File: src/rtl/fetch_pkg.sv
// Shared types for the instruction fetch stage: PC and instruction word types,
// the canonical NOP encoding, and the {pc, instr} entry held in the fetch buffer.
// No ports; imported by fetch and fetch_fifo.
package fetch_pkg;

  typedef logic [31:0] pc_t;
  typedef logic [31:0] word_t;

  // addi x0, x0, 0
  localparam word_t NOP = 32'h0000_0013;

  typedef struct packed {
    pc_t   pc;
    word_t instr;
  } fetch_entry_t;

endpackage

File: src/rtl/fetch_fifo.sv
// Purpose: synchronous FIFO of fetch_entry_t between imem responses and decode.
// Latency: a pushed entry is visible at head the cycle after the push.
// Backpressure: push on full is ignored unless a pop happens the same cycle; flush dominates push.
// Ports: clk, reset (sync, active-high), push/push_data, pop, flush, head, count, empty, full.
module fetch_fifo
  import fetch_pkg::*;
#(
  parameter int DEPTH = 2
) (
  input  logic                       clk,
  input  logic                       reset,
  input  logic                       push,
  input  fetch_entry_t               push_data,
  input  logic                       pop,
  input  logic                       flush,
  output fetch_entry_t               head,
  output logic [$clog2(DEPTH+1)-1:0] count,
  output logic                       empty,
  output logic                       full
);

  localparam int AW = (DEPTH > 1) ? $clog2(DEPTH) : 1;
  localparam int CW = $clog2(DEPTH + 1);

  fetch_entry_t  mem [DEPTH];
  logic [AW-1:0] rd_ptr;
  logic [AW-1:0] wr_ptr;
  logic          do_push;
  logic          do_pop;

  function automatic logic [AW-1:0] bump(input logic [AW-1:0] p);
    return (p == AW'(DEPTH - 1)) ? '0 : p + 1'b1;
  endfunction

  assign empty   = (count == '0);
  assign full    = (count == CW'(DEPTH));
  assign head    = mem[rd_ptr];
  assign do_pop  = pop && !empty;
  // A full FIFO can still take a push when the head leaves in the same cycle.
  assign do_push = push && (!full || do_pop);

  always_ff @(posedge clk) begin
    if (reset || flush) begin
      rd_ptr <= '0;
      wr_ptr <= '0;
      count  <= '0;
    end else begin
      if (do_push) wr_ptr <= bump(wr_ptr);
      if (do_pop)  rd_ptr <= bump(rd_ptr);
      count <= count + CW'(do_push) - CW'(do_pop);
    end
  end

  always_ff @(posedge clk) begin
    if (do_push && !flush) mem[wr_ptr] <= push_data;
  end

endmodule

File: src/rtl/fetch.sv
// Purpose: fetch stage; owns the PC, issues in-order imem requests, buffers responses for decode.
// Latency: ir/ir_pc/ir_valid are registered, one cycle after the imem response (FIFO bypass).
// Backpressure: stall holds outputs; requests stop once outstanding + buffered reaches FIFO_DEPTH.
// Ports: clk, reset (sync, active-high), stall, redirect/redirect_pc, imem_req/imem_addr/imem_ready,
//   imem_rvalid/imem_rdata, ir/ir_pc/ir_valid; fetch_misaligned only when FETCH_MISALIGN_EN is defined.
// FETCH_MISALIGN_EN: a misaligned redirect target pulses fetch_misaligned and halts fetching until
//   the next redirect or reset; when undefined the low two target bits are cleared instead.
module fetch
  import fetch_pkg::*;
#(
  parameter logic [31:0] RESET_PC   = 32'h0000_0000,
  parameter int          FIFO_DEPTH = 2
) (
  input  logic        clk,
  input  logic        reset,
  input  logic        stall,
  input  logic        redirect,
  input  logic [31:0] redirect_pc,
  output logic        imem_req,
  output logic [31:0] imem_addr,
  input  logic        imem_ready,
  input  logic        imem_rvalid,
  input  logic [31:0] imem_rdata,
  output logic [31:0] ir,
  output logic [31:0] ir_pc,
  output logic        ir_valid
`ifdef FETCH_MISALIGN_EN
  ,
  output logic        fetch_misaligned
`endif
);

  localparam int             CW  = $clog2(FIFO_DEPTH + 1);
  localparam logic [CW:0]    CAP = (CW + 1)'(FIFO_DEPTH);

  pc_t          pc;
  pc_t          resp_pc;      // PC of the next response that will be kept
  logic [CW-1:0] outstanding;
  logic [CW-1:0] discard;     // responses still owed from before the last redirect
  logic [CW-1:0] out_next;
  logic [CW-1:0] fifo_count;
  logic         fifo_empty;
  logic         fifo_full;
  fetch_entry_t fifo_head;
  fetch_entry_t rsp_entry;
  pc_t          target;
  logic         halt;
  logic         accept;
  logic         rsp;
  logic         keep;
  logic         drop;
  logic         bypass;
  logic         pop;
  logic         push;

`ifdef FETCH_MISALIGN_EN
  logic halted;
  assign target = redirect_pc;
  assign halt   = halted;

  always_ff @(posedge clk) begin
    if (reset) begin
      halted           <= 1'b0;
      fetch_misaligned <= 1'b0;
    end else begin
      fetch_misaligned <= redirect && (redirect_pc[1:0] != 2'b00);
      if (redirect) halted <= (redirect_pc[1:0] != 2'b00);
    end
  end
`else
  assign target = redirect_pc & ~32'h3;
  assign halt   = 1'b0;
`endif

  assign imem_req  = !reset && !redirect && !halt &&
                     (({1'b0, outstanding} + {1'b0, fifo_count}) < CAP);
  assign imem_addr = pc;
  assign accept    = imem_req && imem_ready;

  // Responses only count against real outstanding requests; anything else is stray.
  assign rsp      = imem_rvalid && (outstanding != '0);
  assign keep     = rsp && (discard == '0);
  assign drop     = rsp && (discard != '0);
  assign out_next = outstanding + CW'(accept) - CW'(rsp);

  // A kept response arriving while the buffer is empty goes straight to the output register.
  assign bypass    = !redirect && !stall && fifo_empty && keep;
  assign pop       = !redirect && !stall && !fifo_empty;
  assign push      = keep && !bypass && (!fifo_full || pop);
  assign rsp_entry = '{pc: resp_pc, instr: imem_rdata};

  fetch_fifo #(.DEPTH(FIFO_DEPTH)) u_fifo (
    .clk       (clk),
    .reset     (reset),
    .push      (push),
    .push_data (rsp_entry),
    .pop       (pop),
    .flush     (redirect),
    .head      (fifo_head),
    .count     (fifo_count),
    .empty     (fifo_empty),
    .full      (fifo_full)
  );

  always_ff @(posedge clk) begin
    if (reset) begin
      pc          <= RESET_PC;
      resp_pc     <= RESET_PC;
      outstanding <= '0;
      discard     <= '0;
      ir          <= NOP;
      ir_pc       <= '0;
      ir_valid    <= 1'b0;
    end else begin
      outstanding <= out_next;
      if (redirect) begin
        // Everything still in flight after this edge belongs to the old path.
        pc       <= target;
        resp_pc  <= target;
        discard  <= out_next;
        ir       <= NOP;
        ir_valid <= 1'b0;
      end else begin
        if (accept) pc <= pc + 32'd4;
        if (keep)   resp_pc <= resp_pc + 32'd4;
        if (drop)   discard <= discard - 1'b1;
        if (!stall) begin
          if (pop) begin
            ir       <= fifo_head.instr;
            ir_pc    <= fifo_head.pc;
            ir_valid <= 1'b1;
          end else if (bypass) begin
            ir       <= imem_rdata;
            ir_pc    <= resp_pc;
            ir_valid <= 1'b1;
          end else begin
            ir       <= NOP;
            ir_valid <= 1'b0;
          end
        end
      end
    end
  end

endmodule

File: config.mk
export PLATFORM = sky130hd
export DESIGN_NAME = fetch
export DESIGN_NICKNAME = d
export VERILOG_FILES = /design/src/rtl/fetch_pkg.sv /design/src/rtl/fetch_fifo.sv /design/src/rtl/fetch.sv
export SDC_FILE = /design/constraint.sdc
export NUM_CORES = 1
export LEC_CHECK = 0
export ABC_AREA = 1
export ABC_CLOCK_PERIOD_IN_PS = 9600
export CAP_MARGIN = 20
export CORE_ASPECT_RATIO = 0.8
export CORE_UTILIZATION = 55
export DETAILED_ROUTE_END_ITERATION = 16
export PLACE_DENSITY_LB_ADDON = 0.12
export SYNTH_ARGS = -nofsm -noshare
export SYNTH_HDL_FRONTEND = slang
export SYNTH_SLANG_ARGS = --single-unit
File: constraint.sdc
create_clock -name clk -period 9.6 [get_ports clk]
set_input_delay 1.44 -clock clk [delete_from_list [all_inputs] [get_ports clk]]
set_output_delay 1.44 -clock clk [all_outputs]
set_load 0.02 [all_outputs]
==> metrics.cfg, run 1 <==
[detailed_routing]
viasPerCell=5.52
antenna_left=0
post_drt_wl_per_cell_microns=16.9
routed_wl_microns=31200
drc_errors=0
route.vias.total=10200
dr.pass1.iters=5
drt-initial-drc-count=982

[sta]
post-route-min-period_ps=5560
slew_headroom_pct=31.9
finalClockSkew_ps=17.1
setup_violations=0
final.setup.tns_ps=0
min_period_over_period_pct=57.9
fmax_ghz=0.180
fin_ws_ps=4040
tightest_slew_ps=1020
grt_setup_unrepaired=false
hold_violations=0
drv_slew=0

[cts]
cts_setup_buffers=0
numClockSinks=256
cts_resized=0
cts-htree-levels=1
clk_pin_slew_ps=60
hold_buffers=0
insertion_delay_ps=530
root_buffer=clkbuf_16
numCtsBuffers=25
cts_tree=done
clockBufferDepth=3

[worst_hold_path]
hp-class=register to register

[place]
port-buffer-count=161
dpl.cell_count=1805
place_ws_ps=4040
hpwl_microns=20600
gp_congestion=0.915

[yosys]
synth_warnings=0
syn_area_per_cell_sq_um=8.19
ys_ff_latch=256
netlist_area_sq_um=11700
synth_ff_type=dfxtp_1
ys_seq_area_share_pct=54.5
synth_edf_count=124
synthArstFlopShare_pct=0
syn_inst=1427
ys_types=38

[power]
ir_worst_vdd_uv=123
seqPwrFrac_pct=48.0
internal_power_uw=1940
total_power_uw=2620
switching_power_uw=683
p_clk_share_pct=39.0
sw_frac_of_total_pct=26.0
p_leak_uw=0.00525
comb_power_share_pct=13.0
power.density_nw_per_um2=184

[floorplan]
dieArea_sq_um=21800
fp.dieH_microns=132
coreArea_sq_um=20800
io_pins=168
rows=47
die_w_microns=165
start_util_pct=56.3

[cells_and_area]
final_common_cell=nand2_1
final_core_util_pct=68.7
drive_gt1_share_pct=6.07
finalNetCount=1641
syn_to_final_growth_pct=22.1
instances_no_fill=1851
diodes=0
final_cell_mix=nand2_1, a21oi_1, clkdlybuf4s50_1

[setup_path]
worst-path-max-fanout=40
worstPathCellList=clkdlybuf4s50_1 > buf_4 > nor2_1 > inv_1 > buf_4 > nor3_1 > clkdlybuf4s50_1
startpoint_type=input pin
cp_data_arrival_time_ps=4120
worst-path-buf-inv=5
slowest_delay_ps=800
required_ps=8160
crit_slowest_cell=nor2_1
end_kind=primary output
critPathKind=input pin to primary output
cp_top_family=buffers and inverters

[grt]
grt_usage_pct=29.4
grt_antenna_before_repair=0
grt_pass1_wl_microns=50400
grt-ovfl-total=0
grt_max_degree=64
grt_pass1_vias=9419

[job]
cap_violations=0

[outcome]
status=finished, final reports clean

[worst reg2reg max path, cell delays in order, from the launching register on]
cell	delay (ps)
dfxtp_1	370
nor2_2	170
nor2_4	60
buf_4	260
inv_4	600
nand2_4	360
inv_2	660
nor3_1	140
nor2_1	120
[through the flow]
stage | cell area, sq um | hold slack [ps]
finish | 14300 | 448
global route | 14300 | 486
CTS | 14300 | 446
detailed placement | 13400 | 442
global placement | 13400 | 425
floorplan | 11700 | 426
[final cells by class]
cell class | instances | area, sq um
clock inverter | 15 | 183
inverter | 120 | 453
clock buffer | 31 | 668
sequential | 256 | 6370
timing repair buffer | 172 | 1710
multi-input combinational | 988 | 4550
fill | 1708 | 6490
tap | 269 | 337
[worst paths after layout]
check,start,to,slack [ps],cells past startpoint
max,redirect,imem_req,4040,7
min reg2reg,u_fifo.rd_ptr,register,450,1
min,u_fifo.rd_ptr,register,450,1
max reg2reg,u_fifo.count[1],ir_pc[4],6800,8
[per-layer routing]
metal  GRT usage (%)  up-vias  wire (microns)
met1            44.9     4784           14500
met2            44.1      430           13500
met5               0        -               0
met3            4.03       41            2640
li1                -     4963               -
met4            6.63        0             613
[sequential cells by signal (all words and copies together), names as in the netlist, named ones only]
name / cells
resp_pc: 30
u_fifo.count: 2
u_fifo.mem: 124
u_fifo.rd_ptr: 1
ir_pc: 30
ir_valid: 1
ir: 32
u_fifo.wr_ptr: 1
outstanding: 2
imem_addr: 30
discard: 2
[cells in the mapped netlist, types with 13 or more instances]
library cell | n | area, sq um
o21ai_0 | 78 | 390
edfxtp_1 | 124 | 3720
xor2_1 | 13 | 114
nand3_1 | 68 | 340
nand2_1 | 408 | 1530
dfxtp_1 | 132 | 2640
inv_1 | 109 | 409
nor3_1 | 20 | 100
buf_2 | 17 | 85.1
nor2_1 | 147 | 552
a21oi_1 | 169 | 846
a31oi_1 | 20 | 125
clkbuf_1 | 31 | 116
[logic make-up (layout without fill, tap and decap cells)]
| kind of cell | Yosys count | after routing | share of synthesized area, % |
|---|---|---|---|
| buf+inv | 186 | 338 | 6.80 |
| simple gates | 685 | 685 | 24.4 |
| compound gates | 273 | 273 | 12.0 |
| fa+ha+maj | 8 | 8 | 0.921 |
| flops | 256 | 256 | 54.5 |
| xor+xnor | 18 | 18 | 1.35 |
| other cells | 1 | 4 | 0.0321 |
[power by group through the flow]
stage,Sequential (uW),Clock (uW),Combinational (uW)
floorplan,1300,0,176
global placement,1280,0,329
detailed placement,1280,0,338
CTS,1260,1030,341
global route,1270,1070,375
finish,1260,1020,342
Power figures use the tool's default switching activity.
==> run 2: changes to the inputs <==
--- a/config.mk
+++ b/config.mk
@@ -6,10 +6,10 @@
 export NUM_CORES = 1
 export LEC_CHECK = 0
 export ABC_AREA = 1
-export ABC_CLOCK_PERIOD_IN_PS = 9600
+export ABC_CLOCK_PERIOD_IN_PS = 4900
 export CAP_MARGIN = 20
 export CORE_ASPECT_RATIO = 0.8
-export CORE_UTILIZATION = 55
+export CORE_UTILIZATION = 49
 export DETAILED_ROUTE_END_ITERATION = 16
 export PLACE_DENSITY_LB_ADDON = 0.12
 export SYNTH_ARGS = -nofsm -noshare
==> constraint.sdc (replaced) <==
create_clock -name clk -period 4.9 [get_ports clk]
set_input_delay 0.735 -clock clk [delete_from_list [all_inputs] [get_ports clk]]
set_output_delay 0.735 -clock clk [all_outputs]
set_load 0.02 [all_outputs]
==> run 2 against run 1 <==
Effect of this change: sequential power grew 95%; register-to-register slack lost 4400 ps; clock-buffer cell count grew 11; final area grew 0.90%; combinational power grew 96%; largest power group unchanged; highest routed layer unchanged.
==> metrics.cfg, run 2 (same netlist as run 1, synthesis figures left out) <==
[floorplan]
dieArea_sq_um=24500  ; was 21800 sq um
coreArea_sq_um=23400  ; was 20800 sq um
die_w_microns=175  ; was 165 microns
fp.dieH_microns=140  ; was 132 microns
start_util_pct=49.9  ; was 56.3%
io_pins=168  ; unchanged
rows=50  ; was 47

[cells_and_area]
syn_to_final_growth_pct=23.2  ; was 22.1%
largest_register_ffs=124  ; unchanged
drive_gt1_share_pct=6.29  ; was 6.07%
regMostFlops=u_fifo.mem  ; unchanged
final_cell_mix=nand2_1, a21oi_1, clkdlybuf4s50_1  ; unchanged
diodes=0  ; unchanged
reg.largest.list=u_fifo.mem: 124 flops, ir: 32 flops  ; unchanged
finalNetCount=1647  ; was 1641
final_common_cell=nand2_1  ; unchanged

[setup_path]
startpoint_type=input pin  ; unchanged
critPathKind=input pin to primary output  ; unchanged
worst-path-max-fanout=3  ; was 40
cp_data_arrival_time_ps=2520  ; was 4120 ps
rr_worst_depth=12  ; was 8
required_ps=4160  ; was 8160 ps
rrSetupSlack_ps=2430  ; was 6800 ps
reg2reg_from=outstanding[0]  ; was u_fifo.count[1]
r2r_end=discard[1]  ; was ir_pc[4]
end_kind=primary output  ; unchanged

[cts]
numClockSinks=256  ; unchanged
clk_pin_slew_ps=60  ; about the same
cts-htree-levels=1  ; unchanged
cts_tree=done  ; unchanged
numCtsBuffers=27  ; was 25
root_buffer=clkbuf_16  ; unchanged
clockBufferDepth=3  ; unchanged
cts_resized=0  ; unchanged
hold_buffers=0  ; unchanged
cts_setup_buffers=0  ; unchanged
insertion_delay_ps=540  ; was 530 ps

[grt]
grt_pass1_wl_microns=50700  ; was 50400 microns
grt_pass1_vias=9480  ; was 9419
grt_usage_pct=26.1  ; was 29.4%
grt-ovfl-total=0  ; unchanged
grt_antenna_before_repair=1  ; was 0
grt_max_degree=63  ; was 64

[detailed_routing]
viasPerCell=5.28  ; was 5.52
post_drt_wl_per_cell_microns=16.7  ; was 16.9 microns
route.vias.total=10000  ; was 10200
drc_errors=0  ; unchanged
routed_wl_microns=31700  ; was 31200 microns
antenna_left=0  ; unchanged
drt-initial-drc-count=820  ; was 982
dr.pass1.iters=5  ; unchanged

[place]
gp_congestion=0.935  ; was 0.915
port-buffer-count=161  ; unchanged
hpwl_microns=21000  ; was 20600 microns

[sta]
drv_slew=0  ; unchanged
finalClockSkew_ps=14.7  ; was 17.1 ps
fmax_ghz=0.307
slew_headroom_pct=49.1  ; was 31.9%
final.setup.tns_ps=0  ; unchanged
setup_violations=0  ; unchanged
finalHoldWorstSlack_ps=460  ; was 448 ps
hold_violations=0  ; unchanged
tightest_slew_ps=763  ; was 1020 ps
grt_setup_unrepaired=false  ; unchanged
post-route-min-period_ps=3260
min_period_over_period_pct=66.5

[outcome]
status=finished, final reports clean  ; unchanged

[worst_hold_path]
min_to=u_fifo.rd_ptr
hp-class=register to register  ; unchanged
min_path_cells=1  ; unchanged
hold_start=u_fifo.rd_ptr  ; unchanged

[power]
comb_power_share_pct=12.9  ; was 13.0%
sw_frac_of_total_pct=25.7  ; was 26.0%
p_leak_uw=0.00529  ; was 0.00525 uW
switching_power_uw=1330  ; was 683 uW
power.density_nw_per_um2=360  ; was 184 nW/um^2
ir_worst_vdd_uv=248  ; was 123 uV
seqPwrFrac_pct=47.5  ; was 48.0%
internal_power_uw=3850  ; was 1940 uW
p_clk_share_pct=39.5  ; was 39.0%

[job]
cap_violations=0  ; unchanged

run 2: critical path, cell delays in order:
cell and delay [ps]:
clkdlybuf4s50_1 460, nor2_1 360, inv_1 100, nor3_1 210, clkdlybuf4s50_1 650
run 2: metal layers:
layer  routed length [microns]  up-vias  track usage, %
met1                     15100     4661            39.2
li1                          -     4985               -
met5                         0        -               0
met2                     13700      360            40.1
met4                       614        0            5.77
met3                      2240       39            3.37
run 2: stage by stage:
step	util, %	instance area, sq um	total power (uW)	instances	setup slack, ps
floorplan	-	11700	2890	1430	357
global placement	57.7	13500	3160	1852	1520
detailed placement	57.7	13500	3170	1852	1480
CTS	61.5	14400	5210	1902	1620
global route	61.5	14400	5390	1902	1540
finish	61.5	14400	5180	1902	1640
run 2: area by class of cell:
| type | instances | area [sq um] |
|---|---|---|
| Tap cell | 312 | 390 |
| Sequential cell | 256 | 6370 |
| Fill cell | 2101 | 9000 |
| Clock inverter | 8 | 95.1 |
| Inverter | 120 | 453 |
| Clock buffer | 42 | 802 |
| Multi-Input combinational cell | 988 | 4560 |
| Timing Repair Buffer | 176 | 1730 |
run 2: worst max path at each step:
stage,start,endpoint,depth (start not counted)
CTS,redirect,imem_req,5
floorplan,stall,u_fifo.mem[1][0],8
finish,redirect,imem_req,5
global placement,redirect,u_fifo.mem[1][37],9
detailed placement,redirect,u_fifo.mem[1][37],9
global route,redirect,imem_req,5
run 2: power groups by stage:
| stage | registers [uW] | clock network (uW) | logic (uW) |
|---|---|---|---|
| 2_1_floorplan | 2540 | 0 | 348 |
| 3_3_place_gp | 2500 | 0 | 657 |
| 3_5_place_dp | 2510 | 0 | 667 |
| 4_1_cts | 2460 | 2080 | 672 |
| 5_1_grt | 2480 | 2170 | 737 |
| 6_report | 2460 | 2050 | 670 |
==> run 3: changes to the inputs <==
--- a/config.mk
+++ b/config.mk
@@ -6,10 +6,10 @@
 export NUM_CORES = 1
 export LEC_CHECK = 0
 export ABC_AREA = 1
-export ABC_CLOCK_PERIOD_IN_PS = 4900
+export ABC_CLOCK_PERIOD_IN_PS = 3300
 export CAP_MARGIN = 20
 export CORE_ASPECT_RATIO = 0.8
-export CORE_UTILIZATION = 49
+export CORE_UTILIZATION = 55
 export DETAILED_ROUTE_END_ITERATION = 16
 export PLACE_DENSITY_LB_ADDON = 0.12
 export SYNTH_ARGS = -nofsm -noshare
==> constraint.sdc (replaced) <==
create_clock -name clk -period 3.3 [get_ports clk]
set_input_delay 0.495 -clock clk [delete_from_list [all_inputs] [get_ports clk]]
set_output_delay 0.495 -clock clk [all_outputs]
set_load 0.02 [all_outputs]
==> run 3 against run 2 <==
Effect of this change: routed wire length is essentially flat; setup slack got worse by 1200 ps; largest cell class unchanged; critical path type is now register to primary output; final area unchanged.
==> metrics.cfg, run 3 (same netlist as run 1, synthesis figures left out) <==
[cts]
cts_tree=done  ; unchanged
clockBufferDepth=3  ; unchanged
hold_buffers=0  ; unchanged
numClockSinks=256  ; unchanged
numCtsBuffers=26  ; was 27
cts-htree-levels=1  ; unchanged
insertion_delay_ps=530  ; was 540 ps
cts_resized=0  ; unchanged
cts_setup_buffers=0  ; unchanged
root_buffer=clkbuf_16  ; unchanged
clk_pin_slew_ps=60  ; about the same

[setup_path]
worst-path-max-fanout=3  ; unchanged
worstPathCellList=nand2_1 > inv_1 > fa_1 > nor3_1 > clkdlybuf4s50_1  ; was clkdlybuf4s50_1 > nor2_1 > inv_1 > nor3_1 > clkdlybuf4s50_1
end_kind=primary output  ; unchanged
worst-path-buf-inv=2  ; was 3
required_ps=2800  ; was 4160 ps
cp_top_family=buffers and inverters  ; unchanged
cp_data_arrival_time_ps=2360  ; was 2520 ps
slowest_delay_ps=640  ; was 650 ps
crit_slowest_cell=clkdlybuf4s50_1  ; unchanged
startpoint_type=register  ; was input pin
critPathKind=register to primary output  ; was input pin to primary output

[detailed_routing]
dr.pass1.iters=5  ; unchanged
route.vias.total=10300  ; was 10000
routed_wl_microns=31700  ; about the same
post_drt_wl_per_cell_microns=17.0  ; was 16.7 microns
drc_errors=0  ; unchanged
viasPerCell=5.52  ; was 5.28
drt-initial-drc-count=1009  ; was 820
antenna_left=0  ; unchanged

[grt]
grt_pass1_wl_microns=50100  ; was 50700 microns
grt-ovfl-total=0  ; unchanged
grt_max_degree=63  ; unchanged
grt_pass1_vias=9594  ; was 9480
grt_usage_pct=29.3  ; was 26.1%
grt_antenna_before_repair=1  ; unchanged

[sta]
grt_setup_unrepaired=false  ; unchanged
min_period_over_period_pct=86.6
drv_slew=0  ; unchanged
fmax_ghz=0.350
post-route-min-period_ps=2860
hold_violations=0  ; unchanged
tightest_slew_ps=728  ; was 763 ps
setup_violations=0  ; unchanged
slew_headroom_pct=51.5  ; was 49.1%
finalClockSkew_ps=16.8  ; was 14.7 ps

[place]
port-buffer-count=161  ; unchanged
gp_congestion=0.972  ; was 0.935
placed_area_sq_um=13500  ; about the same
hpwl_microns=21400  ; was 21000 microns

[floorplan]
rows=47  ; was 50
fp.dieH_microns=132  ; was 140 microns
dieArea_sq_um=21800  ; was 24500 sq um
io_pins=168  ; unchanged
coreArea_sq_um=20800  ; was 23400 sq um
start_util_pct=56.3  ; was 49.9%
die_w_microns=165  ; was 175 microns

[cells_and_area]
final_cell_mix=nand2_1, a21oi_1, clkdlybuf4s50_1  ; unchanged
finalNetCount=1649  ; was 1647
reg.largest.list=u_fifo.mem: 124 flops, ir: 32 flops  ; unchanged
largest_register_ffs=124  ; unchanged
final_common_cell=nand2_1  ; unchanged
regMostFlops=u_fifo.mem  ; unchanged
stdcell_area_sq_um=14400  ; unchanged
syn_to_final_growth_pct=23.2  ; unchanged
drive_gt1_share_pct=6.42  ; was 6.29%

[worst_hold_path]
hp-class=input pin to register  ; was register to register

[job]
cap_violations=0  ; unchanged

[power]
total_power_uw=7640  ; was 5180 uW
p_leak_uw=0.00531  ; was 0.00529 uW
power.density_nw_per_um2=531  ; was 360 nW/um^2
ir_worst_vdd_uv=353  ; was 248 uV

[outcome]
status=finished, final reports clean  ; unchanged

==> run 3: changes by cell type in the layout (fill, tap and decap cells not counted), moves of 2 or more <==
cell / delta
clkbuf_8: -6
buf_12: +3
diode_2: +2
clkinv_2: +3
clkbuf_1: -4
clkinv_1: +3
==> run 3: metal layers <==
layer	share of wire, %	vias to the layer above	GRT usage [%]
met2	45	408	45.3
li1	-	4997	-
met1	45	4810	42.6
met3	8.1	59	5.06
met4	2.0	0	7.59
met5	0	-	0
==> run 3: report_power, final <==
| group | internal, uW | switching [uW] |
|---|---|---|
| combinational | 389 | 621 |
| clock | 1750 | 1230 |
| sequential | 3520 | 145 |
| total | 5650 | 1990 |
==> run 3: cell type report <==
class	count	area, sq um
fill	1716	6360
inverter	120	455
tap	269	337
timing repair buffer	179	1810
clock buffer	32	704
sequential	256	6370
multi-input combinational	988	4570
antenna	2	5.00
clock inverter	15	150
==> run 3: path summary, 6_finish.rpt <==
| kind | from | to | slack (ps) | cells after the start |
|---|---|---|---|---|
| worst max-delay path | u_fifo.count[0] | imem_req | 440 | 5 |
| worst min-delay path | reset | outstanding[1] | 370 | 2 |
| worst max register to register | u_fifo.count[0] | discard[1] | 740 | 12 |
| worst min register to register | ir[10] | ir[10] | 460 | 2 |
==> run 3: per-stage QoR <==
| stage | utilization [%] | setup TNS (ps) | hold slack (ps) | std cells | setup WS [ps] |
|---|---|---|---|---|---|
| final | 69.4 | 0 | 370 | 1861 | 443 |
| after global routing | 69.3 | 0 | 389 | 1859 | 314 |
| after CTS | 69.2 | 0 | 362 | 1858 | 424 |
| after floorplan | - | -2850 | 426 | 1430 | -45.9 |
| after detailed placement | 65.1 | 0 | 451 | 1811 | 499 |
| after global placement | 65.0 | 0 | 427 | 1810 | 528 |
==> run 3: worst reg2reg max path, delay by kind of cell (launching register included) <==
family | cells | cell delay (ps)
compound gates | 2 | 230
xor+xnor | 2 | 350
fa+ha+maj | 3 | 990
buf+inv | 2 | 130
flops | 1 | 370
simple gates | 3 | 410
